==> config.mk <==
export PLATFORM = sky130hd
export DESIGN_NAME = bz_melody_seq
export DESIGN_NICKNAME = d
export VERILOG_FILES = /design/src/rtl/bz_melody_seq.sv
export SDC_FILE = /design/constraint.sdc
export NUM_CORES = 1
export LEC_CHECK = 0
export CORE_MARGIN = 2
export CORE_UTILIZATION = 57
export DETAILED_ROUTE_END_ITERATION = 16
export PLACE_DENSITY = 0.81
export REMOVE_ABC_BUFFERS = 1
export SYNTH_ARGS = -nofsm -noshare
export SYNTH_HDL_FRONTEND = slang
export SYNTH_SLANG_ARGS = --single-unit
==> constraint.sdc <==
create_clock -name clk -period 3.1 [get_ports clk]
set_input_delay 0.62 -clock clk [delete_from_list [all_inputs] [get_ports clk]]
set_output_delay 0.62 -clock clk [all_outputs]
set_load 0.01 [all_outputs]
==> src/rtl/bz_melody_seq.sv <==
// ---------------------------------------------------------------------------
// bz_melody_seq -- melody sequencer for the buzzer tone generator.
//
// Walks a song table held in an external combinational ROM, one note at a
// time. For each note it drives the tone generator's half-period count and
// enable for the programmed duration, then inserts a silent inter-note gap.
//
// Ports
//   clk, rst_n      system clock, asynchronous active-low reset
//   start           1-cycle pulse, begin song at address 0 (only from IDLE)
//   stop            1-cycle pulse, abort to IDLE from any state (highest prio)
//   pause           level, freezes note/gap timing and mutes the tone
//   song_addr       song ROM address
//   song_data       {note[8:4], dur[3:0]}, valid the cycle after song_addr
//   pwm_parameter   half-period count to the tone generator
//   tone_en         tone generator enable
//   busy            high in every state except IDLE
//   done            1-cycle pulse when the song ends
//
// Build option
//   BZ_MELODY_LOOP_EN  when defined, the end of the song pulses done and
//                      restarts playback from address 0 until stop.
// ---------------------------------------------------------------------------
module bz_melody_seq #(
   parameter int unsigned CLK_HZ    = 50_000_000,
   parameter int unsigned TICK_DIV  = 500_000,
   parameter int unsigned GAP_TICKS = 2,
   parameter int unsigned ADDR_W    = 6
) (
   input  logic              clk,
   input  logic              rst_n,
   input  logic              start,
   input  logic              stop,
   input  logic              pause,
   output logic [ADDR_W-1:0] song_addr,
   input  logic [8:0]        song_data,
   output logic [19:0]       pwm_parameter,
   output logic              tone_en,
   output logic              busy,
   output logic              done
);

   localparam int unsigned PRE_W    = $clog2(TICK_DIV);
   localparam int unsigned GAP_CW   = (GAP_TICKS > 1) ? $clog2(GAP_TICKS) : 1;
   localparam int unsigned TCNT_W   = (GAP_CW > 4) ? GAP_CW : 4;
   localparam int unsigned GAP_LAST = (GAP_TICKS > 0) ? GAP_TICKS - 1 : 0;
   localparam int unsigned N_PITCH  = 21;

   localparam logic [4:0] NOTE_END       = 5'd31;
   localparam logic [4:0] NOTE_MAX_PITCH = 5'd21;

   localparam logic [2:0] S_IDLE  = 3'd0;
   localparam logic [2:0] S_FETCH = 3'd1;
   localparam logic [2:0] S_PLAY  = 3'd2;
   localparam logic [2:0] S_GAP   = 3'd3;
   localparam logic [2:0] S_DONE  = 3'd4;

   // Third-octave base frequencies (C3..B3) in Hz.
   function automatic int unsigned base_hz(input int unsigned idx);
      case (idx)
         0:       base_hz = 131;
         1:       base_hz = 147;
         2:       base_hz = 165;
         3:       base_hz = 175;
         4:       base_hz = 196;
         5:       base_hz = 220;
         default: base_hz = 247;
      endcase
   endfunction

   // Half-period counts for codes 1..21, resolved at elaboration.
   function automatic logic [N_PITCH-1:0][19:0] build_pitch_tbl();
      logic [N_PITCH-1:0][19:0] tbl;
      int unsigned              f;
      for (int unsigned i = 0; i < N_PITCH; i++) begin
         f      = base_hz(i % 7) << (i / 7);
         tbl[i] = 20'(CLK_HZ / (2 * f) - 1);
      end
      return tbl;
   endfunction

   localparam logic [N_PITCH-1:0][19:0] PITCH_TBL = build_pitch_tbl();

   // State and datapath registers.
   logic [2:0]        state;
   logic [PRE_W-1:0]  pre;
   logic [TCNT_W-1:0] tcnt;
   logic [3:0]        dur_q;
   logic              pitch_q;
   logic              frz;

   // Next-state values.
   logic [2:0]        state_nxt;
   logic [ADDR_W-1:0] addr_nxt;
   logic [19:0]       pwm_nxt;
   logic              tone_nxt;
   logic              busy_nxt;
   logic              done_nxt;
   logic [PRE_W-1:0]  pre_nxt;
   logic [TCNT_W-1:0] tcnt_nxt;
   logic [3:0]        dur_nxt;
   logic              pitch_nxt;
   logic              frz_nxt;
   logic              adv_req;
   logic              end_req;

   // Song word decode.
   logic [4:0] note;
   logic [3:0] dur;
   logic       note_is_pitch;
   logic [4:0] pitch_idx;
   logic       tick;

   assign note          = song_data[8:4];
   assign dur           = song_data[3:0];
   assign note_is_pitch = (note != 5'd0) && (note <= NOTE_MAX_PITCH);
   assign pitch_idx     = note - 5'd1;
   assign tick          = (pre == PRE_W'(TICK_DIV - 1));

   // State and output registers.
   always_ff @(posedge clk or negedge rst_n) begin
      if (!rst_n) begin
         state         <= S_IDLE;
         song_addr     <= '0;
         pwm_parameter <= '0;
         tone_en       <= 1'b0;
         busy          <= 1'b0;
         done          <= 1'b0;
         pre           <= '0;
         tcnt          <= '0;
         dur_q         <= '0;
         pitch_q       <= 1'b0;
         frz           <= 1'b0;
      end else begin
         state         <= state_nxt;
         song_addr     <= addr_nxt;
         pwm_parameter <= pwm_nxt;
         tone_en       <= tone_nxt;
         busy          <= busy_nxt;
         done          <= done_nxt;
         pre           <= pre_nxt;
         tcnt          <= tcnt_nxt;
         dur_q         <= dur_nxt;
         pitch_q       <= pitch_nxt;
         frz           <= frz_nxt;
      end
   end

   // Next-state and next-output logic.
   // frz is the registered pause: a cycle counts toward note/gap time only
   // when frz is low, which is exactly when tone_en reflects the pitch, so
   // pausing never shortens or lengthens the audible part of a note.
   always_comb begin
      state_nxt = state;
      addr_nxt  = song_addr;
      pwm_nxt   = pwm_parameter;
      tone_nxt  = tone_en;
      done_nxt  = 1'b0;
      pre_nxt   = pre;
      tcnt_nxt  = tcnt;
      dur_nxt   = dur_q;
      pitch_nxt = pitch_q;
      frz_nxt   = 1'b0;
      adv_req   = 1'b0;
      end_req   = 1'b0;

      case (state)
         S_IDLE: begin
            tone_nxt = 1'b0;
            if (start) begin
               addr_nxt  = '0;
               state_nxt = S_FETCH;
            end
         end

         S_FETCH: begin
            if (note == NOTE_END) begin
               end_req = 1'b1;
            end else begin
               // A rest keeps the previous pitch so the generator sees no glitch.
               if (note_is_pitch) begin
                  pwm_nxt = PITCH_TBL[pitch_idx];
               end
               tone_nxt  = note_is_pitch;
               pitch_nxt = note_is_pitch;
               dur_nxt   = dur;
               pre_nxt   = '0;
               tcnt_nxt  = '0;
               state_nxt = S_PLAY;
            end
         end

         S_PLAY: begin
            frz_nxt  = pause;
            tone_nxt = pitch_q & ~pause;
            if (!frz) begin
               if (tick) begin
                  pre_nxt = '0;
                  if (tcnt == TCNT_W'(dur_q)) begin
                     tone_nxt = 1'b0;
                     tcnt_nxt = '0;
                     if (GAP_TICKS > 0) begin
                        state_nxt = S_GAP;
                     end else begin
                        adv_req = 1'b1;
                     end
                  end else begin
                     tcnt_nxt = tcnt + TCNT_W'(1);
                  end
               end else begin
                  pre_nxt = pre + PRE_W'(1);
               end
            end
         end

         S_GAP: begin
            frz_nxt  = pause;
            tone_nxt = 1'b0;
            if (!frz) begin
               if (tick) begin
                  pre_nxt = '0;
                  if (tcnt == TCNT_W'(GAP_LAST)) begin
                     tcnt_nxt = '0;
                     adv_req  = 1'b1;
                  end else begin
                     tcnt_nxt = tcnt + TCNT_W'(1);
                  end
               end else begin
                  pre_nxt = pre + PRE_W'(1);
               end
            end
         end

         S_DONE: begin
            tone_nxt = 1'b0;
`ifdef BZ_MELODY_LOOP_EN
            addr_nxt  = '0;
            state_nxt = S_FETCH;
`else
            state_nxt = S_IDLE;
`endif
         end

         default: begin
            tone_nxt  = 1'b0;
            state_nxt = S_IDLE;
         end
      endcase

      // Running off the top of the address space ends the song; no wrap.
      if (adv_req) begin
         if (song_addr == '1) begin
            end_req = 1'b1;
         end else begin
            addr_nxt  = song_addr + ADDR_W'(1);
            state_nxt = S_FETCH;
         end
      end

      if (end_req) begin
         state_nxt = S_DONE;
         done_nxt  = 1'b1;
         tone_nxt  = 1'b0;
      end

      // Stop overrides everything, including a same-cycle start.
      if (stop) begin
         state_nxt = S_IDLE;
         done_nxt  = 1'b0;
         tone_nxt  = 1'b0;
         frz_nxt   = 1'b0;
      end

      busy_nxt = (state_nxt != S_IDLE);
   end

endmodule
==> flow_summary.yaml, run 1 <==
worst_setup_path:
  cp_cell_sequence: "clkdlybuf4s50_1 > inv_1 > ha_1 > nor3b_1 > xnor2_1 > buf_4 > o211ai_1 > a21oi_1 > o21ai_0"
  crit_slowest_cell: "clkdlybuf4s50_1"
  critPathArrivalTime_ns: 2.89
  path_delay_family: "buffers and inverters"
  reg2reg_depth: 7
  cp.required_ns: 3.32
  cp-end-kind: "flop"
  path_class: "in2reg"
  critPathLaunchType: "primary input"
  worst-path-stages: 9
  path_buf_inv: 3
  cpPeakStageDelay_ns: 0.48
  critPathMaxFanout: 8
synthesis:
  ys_top_cells_by_count: "59 x dfrtp_1, 43 x nand2_1, 39 x o21ai_0"
  yosys_warnings: 0
  synth_largest_area_cell: "dfrtp_1"
  yosysMostFrequentCell: "dfrtp_1"
  yosysTopAreaCellShare_pct: 39.7
  seq_area_frac_synth_pct: 39.7
  synth_flop_cell: "dfrtp_1"
  syn_area_um2: 3720
  synth_edf_count: 0
  synthArstFlopShare_pct: 100
  yosys_register_bits: 59
  synthDistinctLibCells: 64
  synth_cells: 427
  postSynthAreaPerCell_um2: 8.71
  yosys-top-cells-area: "dfrtp_1 40%, o21ai_0 5.2%, ha_1 4.4%"
sta:
  fmax_mhz: 374
  tightestPinTransition_ns: 1.07
  min_period_ns: 2.67
  skew_ns: 0.00776
  setup_slack_ns: 0.429
  slew_headroom_pct: 28.7
  hold_slack_ns: 0.471
  hold_viol: 0
  timing.final.crit_share_pct: 86.2
  grt_setup_unrepaired: "no"
  fin_setup_tns_ns: 0
  slew_violations: 0
  setup_violations: 0
routing:
  drt-initial-drc-count: 233
  drc: 0
  dr.pass1.iters: 4
  vias: 3523
  vias_per_cell: 6.27
  wire_per_inst_um: 17.3
  ant_nets: 0
  drt_wl_total_um: 9700
cts:
  numCtsBuffers: 9
  clock_sinks: 59
  cts_resized: 0
  h-tree-depth: 3
  root_buffer: "clkbuf_8"
  clk_path_buf_depth: 2
  clock_latency_ns: 0.34
  cts_tree: "done"
  clk_pin_slew_ns: 0.07
  post_cts_buffers: 0
  cts_hold_buf: 0
pwr:
  p_leak_nw: 1.92
  p_int_mw: 1.67
  seqPwrFrac_pct: 40.7
  powerDensity_nw_per_um2: 540
  clockPowerShare_pct: 28.9
  peakVddDrop_v: 0.000424
  power_mw: 2.44
  p_sw_share_pct: 31.8
  power.switching_mw: 0.776
  pwr-share-comb_pct: 30.4
layout:
  n_fill_cell: 490
  area_delta_synth_final_pct: 21.6
  final_cell_area_um2: 4520
  fin_cells: 562
  nNetsFinal: 507
  postLayoutCoreUtil_pct: 71.7
  n_antenna_cell: 0
  drive_gt1_share_pct: 11.5
global_routing:
  track_usage_pct: 28.3
  grt_pass1_wl_um: 16500
  globalRoute.totalOverflow: 0
  grt_max_degree: 49
  antenna_found_initial: 0
  grt_pass1_vias: 3403
job:
  drv_cap: 0
die:
  core-area_um2: 6310
  initial_utilization_pct: 58.9
  die_h_um: 84.8
  dieArea_um2: 7190
  core.rowCount: 29
  die_w_um: 84.8
  io_pins: 43
hold_path:
  hp-class: "in2async"
placement:
  dpl_cell_area_um2: 4330
  place_hpwl_um: 6790
  gp_congestion: 0.936
  place_inst: 546
  portBuffers: 40
  place_ws_ns: 0.107
run_status:
  status: "finished clean"
-- area by class of cell --
| cell class | instances | area [µm²] | share of cell area [%] |
|---|---|---|---|
| Multi-Input combinational cell | 331 | 2100 | 46.3 |
| Tap cell | 77 | 96.3 | 2.13 |
| Sequential cell | 59 | 1480 | 32.6 |
| Timing Repair Buffer | 65 | 608 | 13.4 |
| Inverter | 14 | 52.6 | 1.16 |
| Clock buffer | 12 | 145 | 3.21 |
| Clock inverter | 4 | 50.0 | 1.11 |
-- placed cells by master (no fill, tap or decap), types with 11 or more instances in the layout --
cell type | netlist | final
a21oi_1 | 20 | 20
nand2_1 | 43 | 43
ha_1 | 13 | 13
nand3_1 | 23 | 23
clkdlybuf4s50_1 | 0 | 39
xnor2_1 | 11 | 11
dfrtp_1 | 59 | 59
buf_4 | 2 | 23
o21ai_0 | 39 | 39
nor2_1 | 37 | 37
inv_1 | 13 | 13
-- routing by layer --
layer  share of wire [%]  global-route usage (%)
met1                  42                    37.3
met5                   0                       0
met3                 5.5                    4.42
met2                  51                    47.2
met4                 1.9                    10.5
-- sequential cells by signal (all words and copies together), names as in the netlist --
name / count
pre: 19
pwm_parameter: 18
song_addr: 6
dur_q: 4
tcnt: 4
state: 3
busy: 1
done: 1
frz: 1
pitch_q: 1
tone_en: 1
-- power by group through the flow --
stage,registers [mW],clock network (mW),logic (mW)
floorplan,1.04,0,0.323
global placement,1.00,0,0.725
detailed placement,1.01,0,0.738
CTS,0.994,0.710,0.745
global route,1.01,0.747,0.825
finish,0.994,0.705,0.744
-- worst reg2reg max path, stage by stage (launching register included) --
cell      delay (ns)
dfrtp_1         0.43
inv_1           0.10
ha_1            0.16
nor3b_1         0.34
nand4b_1        0.27
or4_1           0.72
or3_1           0.36
a21boi_1        0.18
-- kinds of logic (layout without fill, tap and decap cells) --
kind of cell | after synthesis | in the layout | share of synthesized area, %
buffers and inverters | 38 | 95 | 4.17
DFF | 59 | 59 | 39.7
xor gates and xnor gates | 12 | 12 | 2.83
muxes | 11 | 11 | 3.13
AOI/OAI and AO/OA | 122 | 122 | 21.4
adders and majority gates | 13 | 13 | 4.37
and+or+nand+nor | 171 | 171 | 24.3
other | 1 | 2 | 0.101
-- worst paths after layout --
path	start	endpoint	slack [ns]
max	song_data[5]	pwm_parameter[0]$_DFFE_PN0P_	0.43
min	rst_n	pre[13]$_DFFE_PN0P_	0.47
max reg2reg	tcnt[1]$_DFFE_PN0P_	song_addr[3]$_DFF_PN0_	0.46
min reg2reg	pwm_parameter[14]$_DFFE_PN0P_	pwm_parameter[14]$_DFFE_PN0P_	0.48
max in group asynchronous	rst_n	song_addr[4]$_DFF_PN0_	1.92
min in group clk	pwm_parameter[14]$_DFFE_PN0P_	pwm_parameter[14]$_DFFE_PN0P_	0.48
Note: power is estimated with default switching activity, not from simulation.
==> inputs of run 2 (changes only) <==
- SETUP_SLACK_MARGIN: unset -> 0.2
==> results of run 2 <==
Same layout as run 1: the final DEF is identical, and so are final timing and power.
==> variant 1 (settings of run 1) <==
The option `BZ_MELODY_LOOP_EN` is turned on by a define.
--- a/src/rtl/bz_melody_seq.sv
+++ b/src/rtl/bz_melody_seq.sv
@@ -23,2 +23,4 @@
 // ---------------------------------------------------------------------------
+`define BZ_MELODY_LOOP_EN
+
 module bz_melody_seq #(
Check against the original RTL: not equivalent (Yosys sat finds a counterexample within 4 cycles, from zero or initial values and one cycle with rst_n low).
==> variant 1 against run 1 <==
- first-iteration DRC count up 41%
- sequential cell count is the same
- power fell by 2.3%
- final area rose by 3.2%
- combinational power fell by 7.9%
- highest routed layer unchanged
- routed wire length up 7.8%
- worst setup slack improved by 46 ps
- synthesized area grew 4.3%
==> variant 1: results (changes against run 1) <==
share of cells above drive strength 1 0.120 (+0.00485); Routed WL 10,500 um (+7.8%); DP HPWL 7380 um (+8.7%); NumNets Final 529 (+4.3%); syn_area_per_cell 8.64 um^2 (-0.81%); skew final 10.2 ps (+2.45 ps); GRT Total Usage 0.297 (+0.0139); first-pass GRT wire length 17,800 um (+8.1%); WP data arrival 2840 ps (-50 ps); Max VDD drop 296 uV (-30%); Seq/Total Area, Yosys 0.381 (-0.0164); Final Non-Filler Cells 587 (+4.4%); pin count of the biggest net entering global routing 60 (+22%); Reg2Reg Depth 5 (-2); Filler Cell Count 533 (+8.8%); outcome complete, no violations; R2R Path Start pre[11]; drt via density 6.61 (+5.4%); placed cell areas 0.00446 mm^2 (+3.1%); Slew @ Worst Pin 966 ps (-104 ps); Leak Pwr 1.91 nW (-0.62%); reg2reg setup slack 590 ps (+130 ps); Setup crit start song_data[4]; Setup crit end pwm_parameter[1]; Synth area leaders dfrtp_1 38%, o21ai_0 5.3%, nand2_1 4.3%
[variant 1: cell types whose count changed after synthesis, sizes merged, moves of 4 or more]
cell	before	now
a21o	6	2
a21oi	20	27
a22o	7	3
and3	7	3
clkbuf	16	22
nand3	24	19
nor2	37	29
nor4b	4	0
or3	2	8
[variant 1: area by class of cell]
type / count / share of cell area
timing repair buffer: 70 / 0.133
multi-input combinational: 347 / 0.474
tap: 80 / 0.0214
sequential: 59 / 0.316
clock inverter: 4 / 0.0105
clock buffer: 12 / 0.0332
inverter: 15 / 0.0121
[variant 1: layer usage]
layer | track usage | part of all wire | routed length [um] | vias up
met5 | 0 | 0 | 0 | -
met4 | 0.112 | 0.019 | 200 | 0
li1 | - | - | - | 1756
met1 | 0.408 | 0.43 | 4490 | 1903
met3 | 0.0590 | 0.073 | 761 | 23
met2 | 0.466 | 0.48 | 5010 | 198
[variant 1: report_power, final]
part / switching (mW) / total [mW] / internal (mW)
combinational: 0.344 / 0.685 / 0.341
clock: 0.315 / 0.729 / 0.414
sequential: 0.0868 / 0.972 / 0.885
total: 0.745 / 2.39 / 1.64
[variant 1: logic make-up (layout without fill, tap and decap cells)]
logic type      count (synthesis)  in the layout  share of synthesized area
simple gates                  167            167                      0.229
flops                          59             59                      0.381
xor+xnor                       14             14                     0.0335
other cells                     1              2                   0.000967
fa+ha+maj                      13             13                     0.0419
mux                            13             13                     0.0348
buf+inv                        44            101                     0.0506
compound gates                138            138                      0.228
[variant 1: metrics by stage]
stage                     worst slack [ps]  hold WS, ps
final                                  475          434
after global placement                 226          459
after detailed placement               147          472
after global routing                   295          507
after CTS                              506          454
after floorplan                        328          324
==> variant 2 (config.mk and constraints of run 1) <==
Made on the original files. Take the reset off `song_addr` and load it in a clocked block of its own.
--- a/src/rtl/bz_melody_seq.sv
+++ b/src/rtl/bz_melody_seq.sv
@@ -123,3 +123,2 @@
          state         <= S_IDLE;
-         song_addr     <= '0;
          pwm_parameter <= '0;
@@ -135,3 +134,2 @@
          state         <= state_nxt;
-         song_addr     <= addr_nxt;
          pwm_parameter <= pwm_nxt;
@@ -146,2 +144,6 @@
       end
+   end
+
+   always_ff @(posedge clk) begin
+      song_addr <= addr_nxt;
    end
Check against the original RTL: same outputs for any inputs over 4 cycles, from zero or initial values and one cycle with rst_n low; that may be too few to reach the edited logic, so the function may still have changed.
==> variant 2 against run 1 <==
- synthesized area down 0.81%
- sequential cell count did not move
- via count shrank 0.99%
- power down 4.6%
- largest power group unchanged
- routed wire length down 4.3%
- final area fell by 1.6%
- worst setup slack improved by 0.82 ps
- clock power decreased by 15%
- highest routed layer unchanged
==> variant 2: results (changes against run 1) <==
placed cell areas 0.00429 mm^2 (-0.98%); GRT Total Usage 0.273 (-0.0105); Pwr Total 2.33 mW (-4.6%); Routability Congestion 0.928 (-0.83%); Leak Pwr 1.87 nW (-2.5%); unique cell type count in the Yosys netlist 65 (+1.6%); sequential share of power 0.428 (+0.021); pin count of the biggest net entering global routing 34 (-31%); Final Instance Area 0.00445 mm^2 (-1.6%); Synth top area share 0.359 (-0.0375); post-synthesis mux area share 0.0315 (+0.000255); first-pass iteration count of the detailed router 5 (+1); Synth area leaders dfrtp_1 36%, o21ai_0 5.3%, ha_1 4.4%; first-pass GRT wire length 15,600 um (-4.9%); number of global-route vias before repair 3,286 (-3.4%); crit-path max cell delay 460 ps (-20 ps); Synth Area in Adders 0.0441 (+0.000356); NumNets Final 507 (unchanged); DP HPWL 6740 um (-0.65%); power share of the combinational group 0.316 (+0.012); share of cells above drive strength 1 0.113 (-0.00206); Worst Path Max Fanout 9 (+1); post-synthesis xor/xnor area fraction 0.0285 (+0.000230); pre-CTS setup slack 113 ps (+6.63 ps); Int Pwr 1.58 mW (-5.2%); Synth Area in Compound Gates 0.216 (+0.00174); Worst slew margin 0.436 (+0.149); syn_area_per_cell 8.64 um^2 (-0.81%); Filler Cell Count 508 (+3.7%); Seq/Total Area, Yosys 0.392 (-0.00491); initial drt markers 225 (-3.4%); Post-synth top cells 53 x dfrtp_1, 43 x nand2_1, 39 x o21ai_0; WP data arrival 2880 ps (about the same); outcome complete, no violations; Max VDD drop 384 uV (-9.5%)
[variant 2: cell count changes after synthesis]
cell     change
dfrtp_1      -6
dfxtp_1      +6
[variant 2: worst paths after layout]
path,to,slack [ps],cells after the start
worst min-delay path,pre[13],230,1
min in group clk,pwm_parameter[4],490,2
worst max register to register,song_addr[3],670,7
worst min register to register,pwm_parameter[4],490,2
max in group asynchronous,pwm_parameter[13],2080,2
worst max-delay path,pwm_parameter[13],430,9
[variant 2: area by class of cell]
class | count | share of cell area
Multi-Input combinational cell | 331 | 0.471
Inverter | 14 | 0.0118
Timing Repair Buffer | 65 | 0.134
Tap cell | 77 | 0.0216
Clock buffer | 13 | 0.0335
Clock inverter | 3 | 0.00337
Sequential cell | 59 | 0.325
[variant 2: metal layers]
layer	vias to the layer above	GRT usage	wire length [um]
met5	-	0	0
met4	0	0.123	278
met3	27	0.0580	524
met2	138	0.430	4520
met1	1647	0.363	3970
li1	1676	-	-
